`src/rtl/llc_req_merge_q_pkg.sv`:
```
// rtl/llc_req_merge_q_pkg.sv - request packet layout and message codes for the LLC request merger
package llc_req_merge_q_pkg;

    localparam int LLC_MSG_W   = 5;
    localparam int LLC_HPROT_W = 2;
    localparam int LLC_ADDR_W  = 28;
    localparam int LLC_LINE_W  = 128;
    localparam int LLC_ID_W    = 6;
    localparam int LLC_WO_W    = 3;
    localparam int LLC_P_W     = LLC_MSG_W + LLC_HPROT_W + LLC_ADDR_W + LLC_LINE_W
                               + LLC_ID_W + 2 * LLC_WO_W;

    localparam logic [LLC_MSG_W-1:0] REQ_GETS      = 5'd0;
    localparam logic [LLC_MSG_W-1:0] REQ_GETM      = 5'd1;
    localparam logic [LLC_MSG_W-1:0] REQ_PUTS      = 5'd2;
    localparam logic [LLC_MSG_W-1:0] REQ_PUTM      = 5'd3;
    localparam logic [LLC_MSG_W-1:0] REQ_DMA_READ  = 5'd12;
    localparam logic [LLC_MSG_W-1:0] REQ_DMA_WRITE = 5'd13;

    // hprot[0] marks that a DMA write burst continues with the next packet
    typedef struct packed {
        logic [LLC_MSG_W-1:0]   msg;
        logic [LLC_HPROT_W-1:0] hprot;
        logic [LLC_ADDR_W-1:0]  addr;
        logic [LLC_LINE_W-1:0]  line;
        logic [LLC_ID_W-1:0]    req_id;
        logic [LLC_WO_W-1:0]    word_offset;
        logic [LLC_WO_W-1:0]    valid_words;
    } llc_req_pkt_t;

endpackage

```
`src/rtl/llc_req_fifo.sv`:
```
// rtl/llc_req_fifo.sv - single-channel synchronous request FIFO, registered storage
module llc_req_fifo #(
    parameter int DEPTH = 4,
    parameter int W     = 8
) (
    input  logic         clk,
    input  logic         rst,
    input  logic         push,
    input  logic         pop,
    input  logic [W-1:0] din,
    output logic [W-1:0] dout,
    output logic         full,
    output logic         empty
);

    localparam int AW = $clog2(DEPTH);

    logic [W-1:0]  mem_q [DEPTH];
    logic [AW-1:0] wr_q;
    logic [AW-1:0] rd_q;
    logic [AW:0]   cnt_q;
    logic          do_push;
    logic          do_pop;

    // Full depends on the stored count only, so a pop never frees a slot for the same cycle
    assign full    = (cnt_q == (AW+1)'(DEPTH));
    assign empty   = (cnt_q == '0);
    assign do_push = push && !full;
    assign do_pop  = pop && !empty;
    assign dout    = mem_q[rd_q];

    always_ff @(posedge clk) begin
        if (do_push) begin
            mem_q[wr_q] <= din;
        end
    end

    always_ff @(posedge clk or posedge rst) begin
        if (rst) begin
            wr_q  <= '0;
            rd_q  <= '0;
            cnt_q <= '0;
        end else begin
            if (do_push) begin
                wr_q <= wr_q + AW'(1);
            end
            if (do_pop) begin
                rd_q <= rd_q + AW'(1);
            end
            case ({do_push, do_pop})
                2'b10:   cnt_q <= cnt_q + (AW+1)'(1);
                2'b01:   cnt_q <= cnt_q - (AW+1)'(1);
                default: cnt_q <= cnt_q;
            endcase
        end
    end

endmodule

```
`src/rtl/llc_req_merge_q.sv`:
```
// rtl/llc_req_merge_q.sv - N-channel buffered LLC request merger with round-robin and DMA-write burst lock
module llc_req_merge_q
    import llc_req_merge_q_pkg::*;
#(
    parameter int N_CH    = 2,
    parameter int DEPTH   = 4,
    parameter int MSG_W   = LLC_MSG_W,
    parameter int HPROT_W = LLC_HPROT_W,
    parameter int ADDR_W  = LLC_ADDR_W,
    parameter int LINE_W  = LLC_LINE_W,
    parameter int ID_W    = LLC_ID_W,
    parameter int WO_W    = LLC_WO_W,
    parameter logic [MSG_W-1:0] DMA_WR_MSG = REQ_DMA_WRITE,
    localparam int P_W  = MSG_W + HPROT_W + ADDR_W + LINE_W + ID_W + 2 * WO_W,
    localparam int CH_W = (N_CH > 1) ? $clog2(N_CH) : 1
) (
    input  logic                clk,
    input  logic                rst,
    input  logic [N_CH-1:0]     in_valid,
    output logic [N_CH-1:0]     in_ready,
    input  logic [N_CH*P_W-1:0] in_pkt,
    output logic                out_valid,
    input  logic                out_ready,
    output logic [P_W-1:0]      out_pkt,
    output logic [CH_W-1:0]     out_ch,
    output logic [N_CH-1:0]     q_empty,
    output logic                locked
);

    logic [N_CH-1:0]  full_w;
    logic [N_CH-1:0]  empty_w;
    logic [N_CH-1:0]  push_w;
    logic [N_CH-1:0]  pop_w;
    logic [P_W-1:0]   dout_w [N_CH];

    logic [CH_W-1:0]  rr_q, rr_d;
    logic [CH_W-1:0]  lock_ch_q, lock_ch_d;
    logic [CH_W-1:0]  grant_q, grant_d;
    logic             lock_q, lock_d;
    logic             hold_q, hold_d;

    logic [N_CH-1:0]  elig;
    logic [CH_W:0]    idx;
    logic             found;
    logic [CH_W-1:0]  gnt_rr;
    logic [CH_W-1:0]  gnt;
    logic [P_W-1:0]   gnt_pkt;
    logic [MSG_W-1:0] gnt_msg;
    logic             gnt_cont;
    logic             hs;

    function automatic logic [CH_W-1:0] ch_next(input logic [CH_W-1:0] c);
        if (c == CH_W'(N_CH - 1)) begin
            return '0;
        end
        return c + CH_W'(1);
    endfunction

    assign in_ready = ~full_w;
    assign push_w   = in_valid & ~full_w;
    assign q_empty  = empty_w;
    assign locked   = lock_q;

    for (genvar k = 0; k < N_CH; k++) begin : g_ch
        llc_req_fifo #(
            .DEPTH (DEPTH),
            .W     (P_W)
        ) u_fifo (
            .clk   (clk),
            .rst   (rst),
            .push  (push_w[k]),
            .pop   (pop_w[k]),
            .din   (in_pkt[k*P_W +: P_W]),
            .dout  (dout_w[k]),
            .full  (full_w[k]),
            .empty (empty_w[k])
        );
        assign pop_w[k] = hs && (gnt == CH_W'(k));
    end

    // Inside a burst only the locked channel may be offered, even if it runs dry
    always_comb begin
        elig = ~empty_w;
        if (lock_q) begin
            elig = '0;
            elig[lock_ch_q] = ~empty_w[lock_ch_q];
        end
    end

    always_comb begin
        gnt_rr = rr_q;
        found  = 1'b0;
        idx    = '0;
        for (int i = 0; i < N_CH; i++) begin
            idx = {1'b0, rr_q} + (CH_W+1)'(i);
            if (idx >= (CH_W+1)'(N_CH)) begin
                idx = idx - (CH_W+1)'(N_CH);
            end
            if (!found && elig[idx[CH_W-1:0]]) begin
                found  = 1'b1;
                gnt_rr = idx[CH_W-1:0];
            end
        end
    end

    always_comb begin
        gnt       = hold_q ? grant_q : gnt_rr;
        out_valid = hold_q | (|elig);
        gnt_pkt   = dout_w[gnt];
        out_pkt   = out_valid ? gnt_pkt : '0;
        out_ch    = out_valid ? gnt : '0;
        hs        = out_valid && out_ready;
        gnt_msg   = gnt_pkt[P_W-1 -: MSG_W];
        gnt_cont  = gnt_pkt[P_W-MSG_W-HPROT_W];

        rr_d      = rr_q;
        lock_d    = lock_q;
        lock_ch_d = lock_ch_q;
        hold_d    = hold_q;
        grant_d   = grant_q;

        if (hs) begin
            hold_d = 1'b0;
            if (lock_q) begin
                if (!gnt_cont) begin
                    lock_d = 1'b0;
                    rr_d   = ch_next(lock_ch_q);
                end
            end else if (gnt_msg == DMA_WR_MSG && gnt_cont) begin
                lock_d    = 1'b1;
                lock_ch_d = gnt;
            end else begin
                rr_d = ch_next(gnt);
            end
        end else if (out_valid) begin
            // Freeze the offer so a newly filled channel cannot displace it
            hold_d  = 1'b1;
            grant_d = gnt;
        end
    end

    always_ff @(posedge clk or posedge rst) begin
        if (rst) begin
            rr_q      <= '0;
            lock_q    <= 1'b0;
            lock_ch_q <= '0;
            hold_q    <= 1'b0;
            grant_q   <= '0;
        end else begin
            rr_q      <= rr_d;
            lock_q    <= lock_d;
            lock_ch_q <= lock_ch_d;
            hold_q    <= hold_d;
            grant_q   <= grant_d;
        end
    end

endmodule
```
`config.mk`:
```
export PLATFORM = sky130hd
export DESIGN_NAME = llc_req_merge_q
export DESIGN_NICKNAME = d
export VERILOG_FILES = /design/src/rtl/llc_req_merge_q_pkg.sv /design/src/rtl/llc_req_fifo.sv /design/src/rtl/llc_req_merge_q.sv
export SDC_FILE = /design/constraint.sdc
export NUM_CORES = 1
export LEC_CHECK = 0
export CORE_ASPECT_RATIO = 1.5
export CORE_UTILIZATION = 50
export CTS_CLUSTER_SIZE = 40
export DETAILED_ROUTE_END_ITERATION = 10
export DONT_BUFFER_PORTS = 1
export SETUP_SLACK_MARGIN = 0.2
export SYNTH_ARGS = -nofsm -noshare
export SYNTH_HDL_FRONTEND = slang
export SYNTH_SLANG_ARGS = --single-unit
```
`constraint.sdc`:
```
create_clock -name clk -period 6.8 [get_ports clk]
set_clock_uncertainty 0.15 [all_clocks]
set_input_delay 1.36 -clock clk [delete_from_list [all_inputs] [get_ports clk]]
set_output_delay 1.36 -clock clk [all_outputs]
set_load 0.005 [all_outputs]
```
==> flow_summary.toml, run 1 <==
[cts]
cts_buffer_depth = 3
clkSlewWorstSetupHoldPaths_ns = 0.06
clock-root-buffer = "clkbuf_16"
cts_setup_buffers = 0
cts_sinks = 1419
cts_buffers = 133
clkLatencyLatePin_ns = 0.74
cts_tree = "yes"
htreeDepth = 4
cts-resized-gates = 0
cts_hold_buffers = 0

[floorplan]
die_h_um = 404.0
core_um2 = 106900
start_util_pct = 50.40
top_level_ports = 537
dieWidth_um = 270.0
rows = 147
dieArea_um2 = 109100

[min_path]
hp-class = "register to register"
holdCritStartpoint = "g_ch[1].u_fifo.cnt_q[0]$_DFFE_PP0P_"
min_path_cells = 1
min_to = "g_ch[1].u_fifo.cnt_q[0]$_DFFE_PP0P_"

[logic_synthesis]
post-synth-top-count-cell = "edfxtp_1"
synth.top_cells.by_area = "edfxtp_1 78%, mux4_2 15%, nand2_1 2.5%"
async_flop_share_pct = 1.339
postSynthAreaPerCell_um2 = 21.33
synth_top_family_by_area = "multiplexers"
synth_cells = 2525
synth_compound_area_share_pct = 1.738
ys.warnings.count = 0
synth_flop_cell = "edfxtp_1"
synth_seq_cells = 1419
synth-xor-area-share_pct = 0.1951
synth_common_cells = "1400 x edfxtp_1, 354 x nand2_1, 350 x mux4_2, 177 x a21oi_1, 74 x clkbuf_1"
seq_area_frac_synth_pct = 78.94
netlist_area_um2 = 53860
synth_mux_area_share_pct = 14.73
synth_top_area_cell = "edfxtp_1"
synth_fa_ha_area_share_pct = 0.3067
synth-edff-count = 1400
synthSimpleGateAreaFrac_pct = 2.860
synth_fp_nets = 2892
yosysTopAreaCellShare_pct = 78.06
yosysUniqueCellTypes = 33

[layout]
fill_cells = 7999
drive_above_1_share_pct = 22.05
nets = 2924
final_util_pct = 56.08
area_growth_pct = 11.27
antenna_cells = 0

[sta]
layout_setup_ws_ns = 1.091
hold_violations = 0
fmax_ghz = 0.1751
slew_viol_final = 0
period_minus_slack_ns = 5.709
setup_viol = 0
rsz0062_at_grt = "false"
fin_crit_sh_pct = 83.96
relSlewSlack_pct = 27.36
worst_pin_slew_ns = 1.090
fin_tns_setup_ns = 0

[global_routing]
first_global_vias = 26235
grt_pass1_wl_um = 179200
grt_max_degree = 179
overflow = 0
grtUsageTotal_pct = 22.94
antenna_found_initial = 1

[critical_path]
reg2reg_setup_slack_ns = 2.43
worst_ep_arrival_time_ns = 4.20
cp-end-kind = "output port"
reg2reg_depth = 12
crit_buf_inv = 1
path_class = "register to output port"
worstPathMaxFanout = 60
start_kind = "register"
required_ns = 5.29
cp_slowest_cell = "and3_4"
worstReg2RegStart = "g_ch[1].u_fifo.cnt_q[0]$_DFFE_PP0P_"
critPathTopFamily = "simple AND/OR/NAND/NOR gates"
crit_path_max_incr_delay_ns = 0.86
cp_cell_sequence = "nor3_1 -> or2_1 -> a211o_1 -> and3_4 -> buf_4 -> nand2_1 -> a21oi_1"
r2r_end = "g_ch[1].u_fifo.cnt_q[2]$_DFFE_PP0P_"

[outcome]
failed_checks = "DRC"
status = "complete, but fails checks"

[detailed_routing]
via_count = 24570
first_pass_iters = 7
vias_per_cell = 6.032
wl_per_cell_um = 30.32
drt.antenna.violating_nets = 0
first_iter_violations = 1840
drc = 2
wl_um = 123500

[placement]
port_buffers = 0
hpwl_um = 71920
gp_congestion = 0.7774
pre_cts_slack_ns = 1.786

[power_and_ir_drop]
p_per_area_nw_per_um2 = 456.3
power.total_uw = 27340
netSwitchingFraction_pct = 31.19
power_frac_seq_pct = 44.4
max-vdd-ir-drop_v = 0.0005815
internal_power_uw = 18820
combinationalPowerShare_pct = 28.7
switching_power_uw = 8528
pwr-share-clk_pct = 27.0
leakagePower_uw = 0.01904

[flow_run]
max_cap_violations = 0
[metal layers]
layer  up-vias  share of wire [%]  track usage (%)
met5         -                  0                0
met4         0                2.9            7.705
met3       181                 10            9.114
met2       885                 51            39.02
met1     13177                 36            26.38
li1      10327                  -                -
[worst reg2reg max path, cell delays in order, from the launching register on]
cell,delay [ns]
dfrtp_1,0.40
nor3_1,0.71
or2_1,0.22
a211o_1,0.21
and3_4,0.86
buf_4,0.64
nor3_2,0.17
ha_1,0.27
inv_1,0.08
fa_1,0.18
xor2_1,0.15
nor2_1,0.07
xor2_1,0.14
[flip-flops by register name, indices dropped and copies added (netlist names)]
signal             cells
g_ch.u_fifo.mem_q   1400
g_ch.u_fifo.cnt_q      6
g_ch.u_fifo.rd_q       4
g_ch.u_fifo.wr_q       4
grant_q                1
hold_q                 1
lock_ch_q              1
locked                 1
rr_q                   1
[power groups by stage]
stage / clock (uW) / sequential [uW] / combinational [uW]
floorplan: 0 / 12200 / 5690
detailed placement: 0 / 12400 / 8030
global placement: 0 / 12200 / 8010
global route: 7840 / 12300 / 8460
finish: 7370 / 12100 / 7840
CTS: 7530 / 12200 / 8070
[how the worst max path moves through the flow]
stage,start,endpoint,cells after the start
3_3_place_gp,g_ch[1].u_fifo.cnt_q[0]$_DFFE_PP0P_,out_pkt[17],7
6_report,g_ch[1].u_fifo.cnt_q[0]$_DFFE_PP0P_,out_pkt[32],7
3_5_place_dp,g_ch[1].u_fifo.cnt_q[0]$_DFFE_PP0P_,out_pkt[165],7
2_1_floorplan,in_valid[0],g_ch[0].u_fifo.mem_q[0][0]$_DFFE_PP_,1
4_1_cts,g_ch[1].u_fifo.cnt_q[0]$_DFFE_PP0P_,out_pkt[165],7
5_1_grt,g_ch[1].u_fifo.cnt_q[0]$_DFFE_PP0P_,out_pkt[24],7
[logic make-up (layout without fill, tap and decap cells)]
family	count (synthesis)	after routing
AO/OA/AOI/OAI	184	184
XOR/XNOR	12	12
adder cells (fa/ha/maj)	12	12
buffers and inverters	154	287
flip-flops	1419	1419
multiplexers	355	355
AND/OR/NAND/NOR	389	389
[cell type report]
type	instances	area, um^2	area share [%]
sequential	1419	42530	70.97
timing repair buffer	35	500.5	0.8352
clock buffer	160	3482	5.811
multi-input combinational	952	10740	17.93
tap	1415	1770	2.954
inverter	16	60.06	0.1002
clock inverter	76	837.1	1.397
[metrics by stage]
step                      cells  cell area, um^2  hold WS (ns)
final                      4073            59930        0.3547
after global placement     3837            55610        0.3396
after detailed placement   3837            55610        0.3443
after CTS                  4073            59930        0.3554
after floorplan            2525            53860        0.3143
after global routing       4073            59930        0.3791
[cells in the final DEF (no fill, tap or decap), types with 3 or more instances in the layout]
cell / count
edfxtp_1: 1400
nand2_1: 354
mux4_2: 350
a21oi_1: 177
clkbuf_16: 135
clkinv_1: 29
clkbuf_1: 24
buf_12: 19
clkinv_2: 17
inv_1: 16
buf_4: 16
dfrtp_1: 15
bufinv_16: 13
ha_1: 10
and3_4: 9
nor2_1: 7
xnor2_1: 6
xor2_1: 6
nand3_1: 4
mux2i_1: 4
clkinv_8: 4
inv_6: 4
dfrtp_4: 4
inv_16: 3
Note: power is estimated with default switching activity, not from simulation.
==> inputs of run 2 (changes only) <==
==> constraint.sdc (replaced) <==
create_clock -name clk -period 5.3 [get_ports clk]
set_clock_uncertainty 0.15 [all_clocks]
set_input_delay 1.06 -clock clk [delete_from_list [all_inputs] [get_ports clk]]
set_output_delay 1.06 -clock clk [all_outputs]
set_load 0.005 [all_outputs]
==> flow_summary.toml, run 2 (same netlist as run 1, synthesis figures left out) <==
[outcome]
status = "complete, but fails checks"
failed_checks = "DRC"

[cts]
cts_sinks = 1419
cts_buffer_depth = 3
cts_tree = "yes"
cts_setup_buffers = 0
clkSlewWorstSetupHoldPaths_ns = 0.06
cts-resized-gates = 0
clock-root-buffer = "clkbuf_16"
clkLatencyLatePin_ns = 0.74
cts_hold_buffers = 0
htreeDepth = 4
cts_buffers = 134

[layout]
layout_commonest_cell = "edfxtp_1"
fill_cells = 7964
area_growth_pct = 11.98
multiInputGateArea_um2 = 10740
nets = 2947
antenna_cells = 0
drive_above_1_share_pct = 22.85
biggestRegsByFlops = "g_ch.u_fifo.mem_q x1400, g_ch.u_fifo.cnt_q x6"
layout_common_cells = "1400 x edfxtp_1, 354 x nand2_1, 350 x mux4_2"
regArea_um2 = 42530
largest_reg_flops = 1400
regMostFlops = "g_ch.u_fifo.mem_q"

[sta]
period_minus_slack_ns = 4.608
fin_crit_sh_pct = 86.95
fmax_ghz = 0.2170
fin_tns_setup_ns = 0
slew_viol_final = 0
hold_violations = 0
relSlewSlack_pct = 29.57
layout_setup_ws_ns = 0.6916
setup_viol = 0
rsz0062_at_grt = "false"
worst_pin_slew_ns = 1.056

[detailed_routing]
first_iter_violations = 1901
dr_wl_met2_um = 61930
drc = 2
wl_met3_um = 11450
vias_per_cell = 6.062
wl_per_cell_um = 29.83
drt.antenna.violating_nets = 0
via_count = 24813
wl_um = 122100
routed.top_layer = "met4"
wl_met1_um = 44950
first_pass_iters = 8

[critical_path]
worstPathMaxFanout = 37
reg2reg_depth = 12
reg2reg_setup_slack_ns = 1.53
cp_cell_sequence = "nor3_2 -> a21oi_1 -> or3_1 -> nand3_4 -> buf_12 -> buf_4 -> nand2_1 -> a21oi_1"
worstReg2RegStart = "g_ch[0].u_fifo.cnt_q[0]$_DFFE_PP0P_"
required_ns = 4.09
crit_path_start = "g_ch[0].u_fifo.cnt_q[0]$_DFFE_PP0P_"
cp_slowest_cell = "or3_1"
start_kind = "register"
worst_ep_arrival_time_ns = 3.40
crit_path_max_incr_delay_ns = 0.45
cp_common_cell = "a21oi_1"
crit_buf_inv = 2
cp-end-kind = "output port"
critPathTopFamily = "simple AND/OR/NAND/NOR gates"
r2r_end = "g_ch[1].u_fifo.cnt_q[2]$_DFFE_PP0P_"
path_class = "register to output port"

[floorplan]
die_h_um = 404.0
core_um2 = 106900
start_util_pct = 50.40
rows = 147
dieArea_um2 = 109100
dieWidth_um = 270.0
top_level_ports = 537

[global_routing]
first_global_vias = 26341
antenna_found_initial = 1
grt_max_degree = 100
grt_pass1_wl_um = 178700
overflow = 0
grtUsageTotal_pct = 22.77

[placement]
pre_cts_slack_ns = 1.463
gp_congestion = 0.8106
hpwl_um = 75440
port_buffers = 0

[power_and_ir_drop]
leakagePower_uw = 0.01922
max-vdd-ir-drop_v = 0.0004542
p_per_area_nw_per_um2 = 585.5

[flow_run]
max_cap_violations = 0

[min_path]
hp-class = "primary input to asynchronous set/reset pin"
[run 2: worst max-delay path by stage]
stage                                           endpoint  depth (start not counted)
floorplan           g_ch[0].u_fifo.mem_q[0][0]$_DFFE_PP_                          1
global placement                            out_pkt[149]                          7
detailed placement                          out_pkt[117]                          8
CTS                                         out_pkt[117]                          8
global route                                out_pkt[127]                          8
finish                                      out_pkt[117]                          8
[run 2: layout make-up]
type                    count  share of cell area (%)
inverters                  16                 0.09959
clock buffers             164                   5.888
multi-input cells         952                   17.82
clock inverters            70                   1.365
repair buffers             57                   1.373
well taps                1415                   2.936
flip-flops and latches   1419                   70.52
[run 2: report_power, final]
part / total [uW] / internal [uW] / switching (uW)
clock: 9490 / 5440 / 4050
sequential: 15600 / 14800 / 774
combinational: 10300 / 4150 / 6110
[run 2: worst register-to-register path, stage by stage (launching register included)]
cell	delay [ns]
dfrtp_1	0.41
nor3_2	0.39
a21oi_1	0.18
or3_1	0.45
and3_4	0.26
buf_12	0.20
nor3_2	0.52
ha_1	0.25
inv_1	0.06
fa_1	0.37
xor2_1	0.16
nor2_1	0.12
xor2_1	0.16
[run 2: per-layer routing]
metal / track usage (%) / up-vias
li1: - / 10372
met1: 27.10 / 13333
met2: 37.78 / 923
met3: 8.580 / 185
met4: 8.393 / 0
met5: 0 / -
[run 2: per-stage QoR]
stage | util (%) | area [um^2] | cells | total power, uW | hold slack, ns
finish | 56.44 | 60310 | 4093 | 35310 | 0.2049
CTS | 56.44 | 60310 | 4093 | 35820 | 0.1698
detailed placement | 52.34 | 55930 | 3859 | 26310 | 0.3373
global route | 56.44 | 60310 | 4093 | 36860 | 0.1894
global placement | 52.34 | 55930 | 3859 | 26120 | 0.3281
floorplan | - | 53870 | 2525 | 22760 | 0.3143
==> inputs of run 3 (changes only) <==
--- a/config.mk
+++ b/config.mk
@@ -6,7 +6,7 @@
 export NUM_CORES = 1
 export LEC_CHECK = 0
 export CORE_ASPECT_RATIO = 1.5
-export CORE_UTILIZATION = 50
+export CORE_UTILIZATION = 30
 export CTS_CLUSTER_SIZE = 40
 export DETAILED_ROUTE_END_ITERATION = 10
 export DONT_BUFFER_PORTS = 1
==> flow_summary.toml, run 3 (same netlist as run 1, synthesis figures left out) <==
[layout]
drive_above_1_share_pct = 24.39
regMostFlops = "g_ch.u_fifo.mem_q"
regArea_um2 = 42530
final_util_pct = 34.77
layout_common_cells = "1400 x edfxtp_1, 354 x nand2_1, 350 x mux4_2"
area_growth_pct = 15.25
biggestRegsByFlops = "g_ch.u_fifo.mem_q x1400, g_ch.u_fifo.cnt_q x6"
largest_reg_flops = 1400
layout_commonest_cell = "edfxtp_1"
final_cells = 5141
fill_cells = 16512
multiInputGateArea_um2 = 10750
nets = 3001

[global_routing]
grt_pass1_wl_um = 188600
grtUsageTotal_pct = 14.50
grt_max_degree = 96
antenna_found_initial = 4
overflow = 0
first_global_vias = 26592

[min_path]
hp-class = "primary input to asynchronous set/reset pin"

[detailed_routing]
wl_um = 132500
vias_per_cell = 4.815
drt.antenna.violating_nets = 0
wl_per_cell_um = 25.78
first_iter_violations = 1607
drc = 0
first_pass_iters = 6
via_count = 24755

[critical_path]
worst_ep_arrival_time_ns = 3.59
start_kind = "register"
required_ns = 4.09
worstReg2RegStart = "g_ch[0].u_fifo.cnt_q[0]$_DFFE_PP0P_"
crit_path_start = "g_ch[1].u_fifo.cnt_q[0]$_DFFE_PP0P_"
cp-end-kind = "output port"
cp_slowest_cell = "and3_4"
r2r_end = "g_ch[1].u_fifo.cnt_q[2]$_DFFE_PP0P_"
crit_path_max_incr_delay_ns = 0.65
cp_cell_sequence = "nor3_1 -> or2_1 -> a211o_1 -> and3_4 -> buf_12 -> nand2_1 -> a21oi_1"
worstPathMaxFanout = 49
cp-endpoint = "out_pkt[91]"
reg2reg_depth = 12
path_class = "register to output port"
reg2reg_setup_slack_ns = 1.46

[sta]
worst_pin_slew_ns = 1.039
fin_crit_sh_pct = 90.52
relSlewSlack_pct = 30.76
period_minus_slack_ns = 4.798
fmax_ghz = 0.2084
setup_viol = 0
layout_setup_ws_ns = 0.5023
slew_viol_final = 0
rsz0062_at_grt = "false"
fin_tns_setup_ns = 0
hold_violations = 0

[floorplan]
top_level_ports = 537
rows = 190
dieArea_um2 = 181300
dieWidth_um = 348.0
die_h_um = 520.9
start_util_pct = 30.17
core_um2 = 178500

[power_and_ir_drop]
pwr-share-clk_pct = 27.1
internal_power_uw = 24630
p_per_area_nw_per_um2 = 581.9
max-vdd-ir-drop_v = 0.0004443
netSwitchingFraction_pct = 31.80
power_frac_seq_pct = 42.9
power.total_uw = 36120
combinationalPowerShare_pct = 29.9
leakagePower_uw = 0.01952
switching_power_uw = 11480

[cts]
cts_sinks = 1419
cts_buffers = 137
cts_buffer_depth = 3
cts_tree = "yes"
clkSlewWorstSetupHoldPaths_ns = 0.07
clkLatencyLatePin_ns = 0.78
cts_setup_buffers = 0
htreeDepth = 4
clock-root-buffer = "clkbuf_16"

[placement]
port_buffers = 0
pre_cts_slack_ns = 1.006
gp_congestion = 0.7379
dp_cells = 4895
hpwl_um = 84940

[outcome]
status = "complete, no violations"

[flow_run]
max_cap_violations = 0
[run 3: cell count changes in the layout (fill, tap and decap cells not counted), moves of 2 or more]
cell / before / now
buf_4: 25 / 75
clkbuf_1: 26 / 32
clkinv_16: 3 / 5
clkinv_2: 19 / 16
clkinvlp_4: 2 / 5
diode_2: 0 / 2
inv_16: 1 / 3
inv_8: 0 / 2
[run 3: worst min path at each step]
stage / depth (start not counted) / slack [ns] / startpoint / endpoint
6_report: 1 / 0.20 / rst / g_ch[0].u_fifo.wr_q[0]$_DFFE_PP0P_
5_1_grt: 0 / 0.14 / in_pkt[45] / g_ch[0].u_fifo.mem_q[3][45]$_DFFE_PP_
4_1_cts: 0 / 0.11 / in_pkt[45] / g_ch[0].u_fifo.mem_q[3][45]$_DFFE_PP_
3_5_place_dp: 1 / 0.35 / g_ch[0].u_fifo.cnt_q[2]$_DFFE_PP0P_ / g_ch[0].u_fifo.cnt_q[2]$_DFFE_PP0P_
3_3_place_gp: 1 / 0.34 / g_ch[1].u_fifo.cnt_q[0]$_DFFE_PP0P_ / g_ch[1].u_fifo.cnt_q[0]$_DFFE_PP0P_
2_1_floorplan: 1 / 0.31 / g_ch[1].u_fifo.cnt_q[2]$_DFFE_PP0P_ / g_ch[1].u_fifo.cnt_q[2]$_DFFE_PP0P_
[run 3: final cells by class]
class / instances / area share, %
repair buffers: 108 / 1.971
clock inverters: 74 / 1.496
multi-input cells: 952 / 17.32
clock buffers: 170 / 5.757
well taps: 2400 / 4.838
diodes: 2 / 0.008063
flip-flops and latches: 1419 / 68.52
inverters: 16 / 0.09675
[run 3: through the flow]
| stage | cell area (um^2) | hold WS [ns] |
|---|---|---|
| final | 62070 | 0.2007 |
| after global routing | 62070 | 0.1436 |
| after CTS | 62070 | 0.1117 |
| after detailed placement | 57560 | 0.3530 |
| after global placement | 57560 | 0.3351 |
| after floorplan | 53870 | 0.3143 |
[run 3: worst max-delay path: cells and delay by family (launching register included)]
family | cells | cell delay, ns
buf+inv | 1 | 0.32
compound gates | 2 | 0.55
simple gates | 4 | 1.41
flops | 1 | 0.40
[run 3: routing by layer]
metal  vias up  GRT usage (%)  wire (um)
li1      10486              -          -
met1     13220          16.65      50230
met2       867          24.52      65870
met3       182          5.770      13070
met4         0          4.858       3351
met5         -              0          0
[run 3: power by group through the flow]
stage                     registers (uW)  clock network (uW)  logic (uW)
after floorplan                    15500                   0        7300
after global placement             15700                   0       11100
after detailed placement           15800                   0       11100
after CTS                          15600               10100       11200
after global routing               15700               10400       11700
final                              15500                9800       10800
[run 3: repair_timing]
action / 4_1_cts / 5_1_grt
setup endpoints to repair: 1 / 0
hold buffers: 0 / 0
resized for setup: 1 / 0
